==> config.mk <==
export PLATFORM = sky130hd
export DESIGN_NAME = axi_register_slice
export DESIGN_NICKNAME = d
export VERILOG_FILES = /design/src/rtl/axi_register_slice.sv
export SDC_FILE = /design/constraint.sdc
export NUM_CORES = 1
export LEC_CHECK = 0
export ABC_AREA = 1
export CAP_MARGIN = 20
export CORE_MARGIN = 5
export CORE_UTILIZATION = 47
export CTS_BUF_LIST = sky130_fd_sc_hd__clkbuf_2
export DETAILED_ROUTE_END_ITERATION = 8
export HOLD_SLACK_MARGIN = 0.02
export PLACE_DENSITY_LB_ADDON = 0.2
export REMOVE_ABC_BUFFERS = 1
export SYNTH_ARGS = -nofsm -noshare
export SYNTH_HDL_FRONTEND = slang
export SYNTH_SLANG_ARGS = --single-unit
==> constraint.sdc <==
create_clock -name clk -period 1.48 [get_ports clk]
set_input_delay 0.296 -clock clk [delete_from_list [all_inputs] [get_ports clk]]
set_output_delay 0.296 -clock clk [all_outputs]
set_load 0.03 [all_outputs]
==> src/rtl/axi_register_slice.sv <==
// axi_register_slice
// Full-throughput AXI4 register slice. Every channel (AW, W, B, AR, R) is a
// two-entry skid buffer. Each beat takes one cycle to pass through, one beat
// per cycle is sustained, and no output depends combinationally on any input.
// Optional build macro: AXI_REGISTER_SLICE_RESP_BYPASS_EN. When it is defined,
// the B and R channels become pure wires with zero latency. AW, W and AR stay
// registered.

// One channel slice: an output register plus a skid register.
module axi_register_slice_stage #(
    parameter int Width = 8
) (
    input  logic             clk,
    input  logic             rst,
    input  logic [Width-1:0] up_payload,
    input  logic             up_valid,
    output logic             up_ready,
    output logic [Width-1:0] dn_payload,
    output logic             dn_valid,
    input  logic             dn_ready
);

    typedef enum logic [1:0] {
        ST_EMPTY = 2'd0,
        ST_ONE   = 2'd1,
        ST_FULL  = 2'd2
    } state_t;

    state_t             state_r;
    state_t             state_nxt_s;
    logic               out_valid_r;
    logic               up_ready_r;
    logic [Width-1:0]   out_payload_r;
    logic [Width-1:0]   skid_payload_r;
    logic               in_s;
    logic               out_s;
    logic               load_out_in_s;
    logic               load_out_skid_s;
    logic               load_skid_s;

    assign in_s       = up_valid & up_ready_r;
    assign out_s      = out_valid_r & dn_ready;
    assign up_ready   = up_ready_r;
    assign dn_valid   = out_valid_r;
    assign dn_payload = out_payload_r;

    // State register; valid and ready flags are registered copies of the next-state decode.
    always_ff @(posedge clk) begin
        if (rst) begin
            state_r     <= ST_EMPTY;
            out_valid_r <= 1'b0;
            up_ready_r  <= 1'b0;
        end else begin
            state_r     <= state_nxt_s;
            out_valid_r <= (state_nxt_s != ST_EMPTY);
            up_ready_r  <= (state_nxt_s != ST_FULL);
        end
    end

    // Next-state logic: occupancy moves up on accept-only and down on drain-only.
    always_comb begin
        state_nxt_s = state_r;
        case (state_r)
            ST_EMPTY: begin
                if (in_s) begin
                    state_nxt_s = ST_ONE;
                end else begin
                    state_nxt_s = ST_EMPTY;
                end
            end
            ST_ONE: begin
                if (in_s && !out_s) begin
                    state_nxt_s = ST_FULL;
                end else if (!in_s && out_s) begin
                    state_nxt_s = ST_EMPTY;
                end else begin
                    state_nxt_s = ST_ONE;
                end
            end
            ST_FULL: begin
                if (out_s) begin
                    state_nxt_s = ST_ONE;
                end else begin
                    state_nxt_s = ST_FULL;
                end
            end
            default: begin
                state_nxt_s = ST_EMPTY;
            end
        endcase
    end

    // Output decode: the payload-register load enables for this cycle.
    always_comb begin
        load_out_in_s   = 1'b0;
        load_out_skid_s = 1'b0;
        load_skid_s     = 1'b0;
        case (state_r)
            ST_EMPTY: begin
                load_out_in_s = in_s;
            end
            ST_ONE: begin
                load_out_in_s = in_s & out_s;
                load_skid_s   = in_s & ~out_s;
            end
            ST_FULL: begin
                load_out_skid_s = out_s;
            end
            default: begin
                load_out_in_s   = 1'b0;
                load_out_skid_s = 1'b0;
                load_skid_s     = 1'b0;
            end
        endcase
    end

    // Payload registers: they change only when a beat is accepted, so a pending beat holds steady.
    always_ff @(posedge clk) begin
        if (rst) begin
            out_payload_r  <= {Width{1'b0}};
            skid_payload_r <= {Width{1'b0}};
        end else begin
            if (load_out_in_s) begin
                out_payload_r <= up_payload;
            end else if (load_out_skid_s) begin
                out_payload_r <= skid_payload_r;
            end else begin
                out_payload_r <= out_payload_r;
            end
            if (load_skid_s) begin
                skid_payload_r <= up_payload;
            end else begin
                skid_payload_r <= skid_payload_r;
            end
        end
    end

endmodule

// Top level: five independent channel slices between the manager and the subordinate.
module axi_register_slice #(
    parameter int DataWidth    = 32,
    parameter int AddressWidth = 20,
    parameter int IdWidth      = 8
) (
    input  logic                      clk,
    input  logic                      rst,
    // AW from manager
    input  logic [IdWidth-1:0]        s_axi_awid,
    input  logic [AddressWidth-1:0]   s_axi_awaddr,
    input  logic [7:0]                s_axi_awlen,
    input  logic [2:0]                s_axi_awsize,
    input  logic [1:0]                s_axi_awburst,
    input  logic                      s_axi_awlock,
    input  logic [3:0]                s_axi_awcache,
    input  logic [2:0]                s_axi_awprot,
    input  logic                      s_axi_awvalid,
    output logic                      s_axi_awready,
    // W from manager
    input  logic [DataWidth-1:0]      s_axi_wdata,
    input  logic [DataWidth/8-1:0]    s_axi_wstrb,
    input  logic                      s_axi_wlast,
    input  logic                      s_axi_wvalid,
    output logic                      s_axi_wready,
    // B to manager
    output logic [IdWidth-1:0]        s_axi_bid,
    output logic [1:0]                s_axi_bresp,
    output logic                      s_axi_bvalid,
    input  logic                      s_axi_bready,
    // AR from manager
    input  logic [IdWidth-1:0]        s_axi_arid,
    input  logic [AddressWidth-1:0]   s_axi_araddr,
    input  logic [7:0]                s_axi_arlen,
    input  logic [2:0]                s_axi_arsize,
    input  logic [1:0]                s_axi_arburst,
    input  logic                      s_axi_arlock,
    input  logic [3:0]                s_axi_arcache,
    input  logic [2:0]                s_axi_arprot,
    input  logic                      s_axi_arvalid,
    output logic                      s_axi_arready,
    // R to manager
    output logic [IdWidth-1:0]        s_axi_rid,
    output logic [DataWidth-1:0]      s_axi_rdata,
    output logic [1:0]                s_axi_rresp,
    output logic                      s_axi_rlast,
    output logic                      s_axi_rvalid,
    input  logic                      s_axi_rready,
    // AW to subordinate
    output logic [IdWidth-1:0]        m_axi_awid,
    output logic [AddressWidth-1:0]   m_axi_awaddr,
    output logic [7:0]                m_axi_awlen,
    output logic [2:0]                m_axi_awsize,
    output logic [1:0]                m_axi_awburst,
    output logic                      m_axi_awlock,
    output logic [3:0]                m_axi_awcache,
    output logic [2:0]                m_axi_awprot,
    output logic                      m_axi_awvalid,
    input  logic                      m_axi_awready,
    // W to subordinate
    output logic [DataWidth-1:0]      m_axi_wdata,
    output logic [DataWidth/8-1:0]    m_axi_wstrb,
    output logic                      m_axi_wlast,
    output logic                      m_axi_wvalid,
    input  logic                      m_axi_wready,
    // B from subordinate
    input  logic [IdWidth-1:0]        m_axi_bid,
    input  logic [1:0]                m_axi_bresp,
    input  logic                      m_axi_bvalid,
    output logic                      m_axi_bready,
    // AR to subordinate
    output logic [IdWidth-1:0]        m_axi_arid,
    output logic [AddressWidth-1:0]   m_axi_araddr,
    output logic [7:0]                m_axi_arlen,
    output logic [2:0]                m_axi_arsize,
    output logic [1:0]                m_axi_arburst,
    output logic                      m_axi_arlock,
    output logic [3:0]                m_axi_arcache,
    output logic [2:0]                m_axi_arprot,
    output logic                      m_axi_arvalid,
    input  logic                      m_axi_arready,
    // R from subordinate
    input  logic [IdWidth-1:0]        m_axi_rid,
    input  logic [DataWidth-1:0]      m_axi_rdata,
    input  logic [1:0]                m_axi_rresp,
    input  logic                      m_axi_rlast,
    input  logic                      m_axi_rvalid,
    output logic                      m_axi_rready
);

    localparam int StrbWidth = DataWidth / 8;
    localparam int AxWidth   = IdWidth + AddressWidth + 8 + 3 + 2 + 1 + 4 + 3;
    localparam int WWidth    = DataWidth + StrbWidth + 1;

    logic [AxWidth-1:0] aw_up_s;
    logic [AxWidth-1:0] aw_dn_s;
    logic [WWidth-1:0]  w_up_s;
    logic [WWidth-1:0]  w_dn_s;
    logic [AxWidth-1:0] ar_up_s;
    logic [AxWidth-1:0] ar_dn_s;

    assign aw_up_s = {s_axi_awid, s_axi_awaddr, s_axi_awlen, s_axi_awsize,
                      s_axi_awburst, s_axi_awlock, s_axi_awcache, s_axi_awprot};
    assign {m_axi_awid, m_axi_awaddr, m_axi_awlen, m_axi_awsize,
            m_axi_awburst, m_axi_awlock, m_axi_awcache, m_axi_awprot} = aw_dn_s;

    assign w_up_s = {s_axi_wdata, s_axi_wstrb, s_axi_wlast};
    assign {m_axi_wdata, m_axi_wstrb, m_axi_wlast} = w_dn_s;

    assign ar_up_s = {s_axi_arid, s_axi_araddr, s_axi_arlen, s_axi_arsize,
                      s_axi_arburst, s_axi_arlock, s_axi_arcache, s_axi_arprot};
    assign {m_axi_arid, m_axi_araddr, m_axi_arlen, m_axi_arsize,
            m_axi_arburst, m_axi_arlock, m_axi_arcache, m_axi_arprot} = ar_dn_s;

    axi_register_slice_stage #(.Width(AxWidth)) u_aw (
        .clk        (clk),
        .rst        (rst),
        .up_payload (aw_up_s),
        .up_valid   (s_axi_awvalid),
        .up_ready   (s_axi_awready),
        .dn_payload (aw_dn_s),
        .dn_valid   (m_axi_awvalid),
        .dn_ready   (m_axi_awready)
    );

    axi_register_slice_stage #(.Width(WWidth)) u_w (
        .clk        (clk),
        .rst        (rst),
        .up_payload (w_up_s),
        .up_valid   (s_axi_wvalid),
        .up_ready   (s_axi_wready),
        .dn_payload (w_dn_s),
        .dn_valid   (m_axi_wvalid),
        .dn_ready   (m_axi_wready)
    );

    axi_register_slice_stage #(.Width(AxWidth)) u_ar (
        .clk        (clk),
        .rst        (rst),
        .up_payload (ar_up_s),
        .up_valid   (s_axi_arvalid),
        .up_ready   (s_axi_arready),
        .dn_payload (ar_dn_s),
        .dn_valid   (m_axi_arvalid),
        .dn_ready   (m_axi_arready)
    );

`ifdef AXI_REGISTER_SLICE_RESP_BYPASS_EN
    // Response channels pass straight through with zero latency.
    assign s_axi_bid    = m_axi_bid;
    assign s_axi_bresp  = m_axi_bresp;
    assign s_axi_bvalid = m_axi_bvalid;
    assign m_axi_bready = s_axi_bready;

    assign s_axi_rid    = m_axi_rid;
    assign s_axi_rdata  = m_axi_rdata;
    assign s_axi_rresp  = m_axi_rresp;
    assign s_axi_rlast  = m_axi_rlast;
    assign s_axi_rvalid = m_axi_rvalid;
    assign m_axi_rready = s_axi_rready;
`else
    localparam int BWidth = IdWidth + 2;
    localparam int RWidth = IdWidth + DataWidth + 2 + 1;

    logic [BWidth-1:0] b_up_s;
    logic [BWidth-1:0] b_dn_s;
    logic [RWidth-1:0] r_up_s;
    logic [RWidth-1:0] r_dn_s;

    assign b_up_s = {m_axi_bid, m_axi_bresp};
    assign {s_axi_bid, s_axi_bresp} = b_dn_s;

    assign r_up_s = {m_axi_rid, m_axi_rdata, m_axi_rresp, m_axi_rlast};
    assign {s_axi_rid, s_axi_rdata, s_axi_rresp, s_axi_rlast} = r_dn_s;

    axi_register_slice_stage #(.Width(BWidth)) u_b (
        .clk        (clk),
        .rst        (rst),
        .up_payload (b_up_s),
        .up_valid   (m_axi_bvalid),
        .up_ready   (m_axi_bready),
        .dn_payload (b_dn_s),
        .dn_valid   (s_axi_bvalid),
        .dn_ready   (s_axi_bready)
    );

    axi_register_slice_stage #(.Width(RWidth)) u_r (
        .clk        (clk),
        .rst        (rst),
        .up_payload (r_up_s),
        .up_valid   (m_axi_rvalid),
        .up_ready   (m_axi_rready),
        .dn_payload (r_dn_s),
        .dn_valid   (s_axi_rvalid),
        .dn_ready   (s_axi_rready)
    );
`endif

endmodule

-- Word level (Yosys, flattened, before mapping)
Index checks and enable logic that the tools add are counted.
- bits in registers: 396
- bits in latches: 0
- bits in writable memories: 0
- memory bits (read-only): 0
- input bits: 200
- output and inout bits: 198
- word-level logic and storage cells: 150
- memories kept: 0
- add/subtract/negate cells: 0
- $mul: 0
- div/mod/pow operators: 0
- $lt $le $gt $ge: 0
- equality and inequality tests: 15
- shift-type cells: 0
- muxes and demuxes: 50
- bitwise gates (word level): 25
- reductions and logical operators: 35
- operator list (cell ; count):
    49-bit two-way mux ; 4
    43-bit two-way mux ; 2
    37-bit two-way mux ; 2
    2-bit one-hot mux with 3 select lines ; 5
    1-bit AND ; 20
    1-bit two-way mux ; 20
    10-bit two-way mux ; 2
    2-bit two-way mux ; 10
    2-bit nonzero test ; 10
    2-bit by 1-bit == test with 1-bit output (second input constant) ; 5
    2-bit == test (second input constant) ; 5
    1-bit logical AND ; 10
    1-bit zero test ; 10
    2-bit zero test ; 5
    2-bit != test (second input constant) ; 5
    1-bit one-hot mux with 2 select lines ; 5
    1-bit inverter ; 5

-- Depth between registers and ports, before layout
- depth in word-level cells: 7
- gate-level depth with buffers: 11
- mapped depth without buffers: 9

-- Modules after synthesis
Synthesis repeated with hierarchy kept, for this count alone.
- cell total of the unflattened synthesis: 2806
- area total of the unflattened synthesis: 18769.3 µm²
- modules (own cells, without submodules) (module ; times used ; cells an instance ; area each (µm²) ; sequential area each (µm²)):
    axi_register_slice_stage (u_aw) ; 1 ; 723 ; 4807.1 ; 2042.0
    axi_register_slice_stage (u_ar) ; 1 ; 723 ; 4803.4 ; 2042.0
    axi_register_slice_stage (u_r) ; 1 ; 637 ; 4255.3 ; 1801.7
    axi_register_slice_stage (u_w) ; 1 ; 553 ; 3698.5 ; 1561.5
    axi_register_slice_stage (u_b) ; 1 ; 170 ; 1204.9 ; 480.5

-- Worst setup path after synthesis
OpenSTA, ideal clock, no wires.
- kind: register -> register
- from: register u_ar.out_valid_r, in the netlist u_ar.dn_valid
- to: register u_ar.out_payload_r[38], in the netlist u_ar.dn_payload[38]
- setup time: 0.112 ns
- arrival time: 1.599 ns
- required time: 1.368 ns
- setup slack: -0.230 ns
- stages on the path, launching flop included: 11
- path buffers: 2
- period minus slack after synthesis: 1.710 ns
- cells stage by stage: dfxtp_1 -> nand2_1 -> inv_1 -> ha_1 -> nand3_1 -> nand2_2 -> buf_2 -> buf_2 -> a21oi_1 -> nor2_1 -> nor2_1
- longest elaborated chain between the ends: 4
- elaborated cells between the ends (all ways): 6
- classes of those cells: 3 x mux; 2 x bitwise; 1 x reduce/logical
- ends and longest elaborated chain (item ; line ; source):
    from (decl) ; 31 ; logic out_valid_r;
    from (signal assigned) ; 55 ; out_valid_r <= (state_nxt_s != ST_EMPTY);
    1-bit AND * ; 42 ; assign out_s = out_valid_r & dn_ready;
    1-bit AND ; 103 ; load_out_in_s = in_s & out_s;
    1-bit one-hot mux with 2 select lines ; 98 ; case (state_r)
    49-bit two-way mux or 2-bit nonzero test (tied branches) ; - ;
    to (signal assigned) ; 124 ; out_payload_r <= up_payload;
    to (signal assigned) ; 126 ; out_payload_r <= skid_payload_r;
    to (signal assigned) ; 128 ; out_payload_r <= out_payload_r;
    to (decl) ; 33 ; logic [Width-1:0] out_payload_r;
Mark *: on every way between the ends. The rest lies on a longest branch, timed or not.
A chain may end at the register's enable or synchronous reset.

-- Final worst setup path
- from: register u_w.up_ready_r, in the netlist u_w.up_ready
- to: output s_axi_wready
- RTL lines (item ; line ; source):
    from (decl) ; 32 ; logic up_ready_r;
    from (signal assigned) ; 56 ; up_ready_r <= (state_nxt_s != ST_FULL);
    to (decl) ; 164 ; output logic s_axi_wready,
No word-level cell between the ends.

==> flow_summary.toml <==
[outcome]
status = "complete, but fails checks"
violations = "setup timing"

[detailed_routing]
wl_per_cell_um = 16.8
dr.first_iter.drc_count = 1343
dr.pass1.iters = 7
ant_nets = 0
vias_per_cell = 5.14
routed-via-count = 20087
drc = 0
wirelength_mm = 65.6

[sta]
hold_viol = 0
clock_skew_ns = 0.0501
max_freq_ghz = 0.518
worstMarginPinSlew_ns = 0.440
fin_ws_ns = -0.449
post-route-period-util = 1.30
setup_viol = 463
rsz0062_at_grt = "true"
maxSlewHeadroom = 0.706
period_minus_slack_ns = 1.93
drv_slew = 0

[critical_path]
worstPathBufferInverterCount = 2
required_ns = 1.18
cp_cell_sequence = "buf_6 > buf_6"
cpMostUsedCell = "buf_6"
cp-end-kind = "primary output"
worst_setup_path_start_kind = "flop"
cpMaxStageDelayCell = "dfxtp_2"
crit_type = "flop to primary output"
arrival_ns = 1.63
worstPathMaxFanout = 2
startpoint = "u_w.up_ready"
worstReg2RegStart = "u_aw.dn_valid"
reg2regPathDepth = 8
r2r_slack_ns = -0.33
cpPeakStageDelay_ns = 0.35
timing.rr.end = "u_aw.skid_payload_r[22]"
cp_top_family = "flip-flops"

[hold_path]
hold_path_end = "u_b.state_r[0]"
hp-start = "m_axi_bvalid"
hp-class = "primary input to flop"
min_path_cells = 7

[global_routing]
antenna_found_initial = 8
grt_pass1_vias = 18801
grt_max_degree = 80
overflow = 0
grt_pass1_wl_mm = 92.3
grt.total_usage = 0.272

[cells_and_area]
drive_above_1_share = 0.283
final_util = 0.777
seq_area_um2 = 8190
n_fill_cell = 2280
multi_input_area_um2 = 7940
nNetsFinal = 3566
layout_common_cells = "nor2_1 (463), nand2_1 (448), inv_1 (441)"
final_common_cell = "nor2_1"
area_growth_pct = 64.8
stdcell_count = 3911

[logic_synthesis]
synth.area.top_cells = "dfxtp_1 (46%), nor2_1 (13%), nand2_1 (11%)"
syn_inst = 2612
ys_ff_latch = 396
synthesis.area_um2 = 17100
yosys_warnings = 0
synth.avg_cell_area_um2 = 6.56
ys_types = 19
yosysTopAreaCell = "dfxtp_1"
yosysTopAreaCellShare = 0.462
ys_seq_area_frac = 0.462

[placed_design]
placed_cells = 3413
dp_hpwl_mm = 33.6
routabilityCongestion = 0.844
port_buffers = 397

[power]
ir_drop_mv = 0.697
p_leak_nw = 12.7
p_per_area_nw_per_um2 = 985

[clock_network]
cts_tree = "built"
clock-sinks = 396
clkLatencyLatePin_ns = 1.07
cts_made_buffers = 102
cts.clk_slew.worst_paths_ns = 0.11
clockBufferDepth = 3
h-tree-depth = 3
clockRootBuffer = "clkbuf_2"

[die]
die-area_um2 = 40400
row_count = 70
initial_core_util = 0.472
io_pins = 398
die_y_um = 201
design.core.area_um2 = 36300
die_x_um = 201

[flow_run]
maxCapViolations = 0
[worst max-delay path by stage]
stage,to,cells past startpoint
6_report,s_axi_wready,2
3_3_place_gp,u_w.dn_payload[34],10
3_5_place_dp,u_w.dn_payload[11],10
2_1_floorplan,u_ar.dn_valid,3
4_1_cts,m_axi_bready,2
5_1_grt,m_axi_bready,2
[power by group]
group / total [mW] / switching (mW) / internal (mW)
clock network: 7.66 / 4.75 / 2.92
registers: 12.0 / 0.531 / 11.5
logic: 8.16 / 4.37 / 3.80
[tightest hold or removal path, delay by kind of cell]
kind	cells	cell delay, ns
AO/OA/AOI/OAI	1	0.11
buffers and inverters	3	0.50
AND/OR/NAND/NOR	3	0.28
[logic make-up (layout without fill, tap and decap cells)]
group	count (synthesis)	in the layout	share of synthesized area
AOI/OAI and AO/OA	481	481	0.141
DFF	396	396	0.462
adders and majority gates	8	8	0.00584
other	0	7	0
buffers and inverters	605	1428	0.140
and+or+nand+nor	1122	1123	0.250
[layer usage]
layer,vias to the layer above,part of all wire,global-route usage
met4,2,0.061,0.140
met1,9230,0.36,0.314
met5,-,0.00012,0
met2,1111,0.49,0.466
li1,9444,-,-
met3,300,0.092,0.0717
[repair_timing]
| item | 4_1_cts | 5_1_grt |
|---|---|---|
| endpoints found under the setup margin | 381 | 490 |
| gates cloned | 14 | 21 |
| hold buffers | 193 | 0 |
| pin swaps | 18 | 102 |
| hold endpoints to repair | 396 | 0 |
| gates resized for setup | 1595 | 353 |
| buffers inserted | 31 | 68 |
[layout make-up]
| cell class | count | area share |
|---|---|---|
| timing repair buffer | 792 | 0.314 |
| sequential | 396 | 0.290 |
| multi-input combinational | 1612 | 0.281 |
| inverter | 454 | 0.0614 |
| clock buffer | 139 | 0.0246 |
| tap | 468 | 0.0207 |
| clock inverter | 43 | 0.00797 |
| antenna | 7 | 0.000620 |
[synth_stat cells, drive strengths merged]
library cell / instances
a21oi: 330
buf: 84
clkbuf: 67
clkinv: 2
dfxtp: 396
ha: 8
inv: 452
nand2: 486
nand3: 51
nor2: 585
o211ai: 3
o21a: 3
o21ai: 145
[state kept, by name (all words and copies together) (netlist names), 2 cells and up]
signal and cells:
u_ar.dn_payload 49, u_ar.skid_payload_r 49, u_aw.dn_payload 49, u_aw.skid_payload_r 49, u_r.dn_payload 43, u_r.skid_payload_r 43, u_w.dn_payload 37, u_w.skid_payload_r 37
u_b.dn_payload 10, u_b.skid_payload_r 10, u_ar.state_r 2, u_aw.state_r 2, u_b.state_r 2, u_r.state_r 2, u_w.state_r 2
[stage by stage]
| stage | power [mW] | hold slack (ns) | setup TNS (ns) | setup slack, ns | area (µm²) |
|---|---|---|---|---|---|
| 2_1_floorplan | 15.1 | 0.365 | -721.57 | -2.58 | 16400 |
| 3_3_place_gp | 17.7 | 0.437 | -127.23 | -0.510 | 22200 |
| 3_5_place_dp | 17.9 | 0.442 | -141.55 | -0.577 | 22200 |
| 4_1_cts | 26.7 | 0.0350 | -100.05 | -0.531 | 26400 |
| 5_1_grt | 29.2 | 0.195 | -129.00 | -0.555 | 28300 |
| 6_report | 27.8 | 0.208 | -85.84 | -0.449 | 28300 |
(Power assumes the default switching activity.)
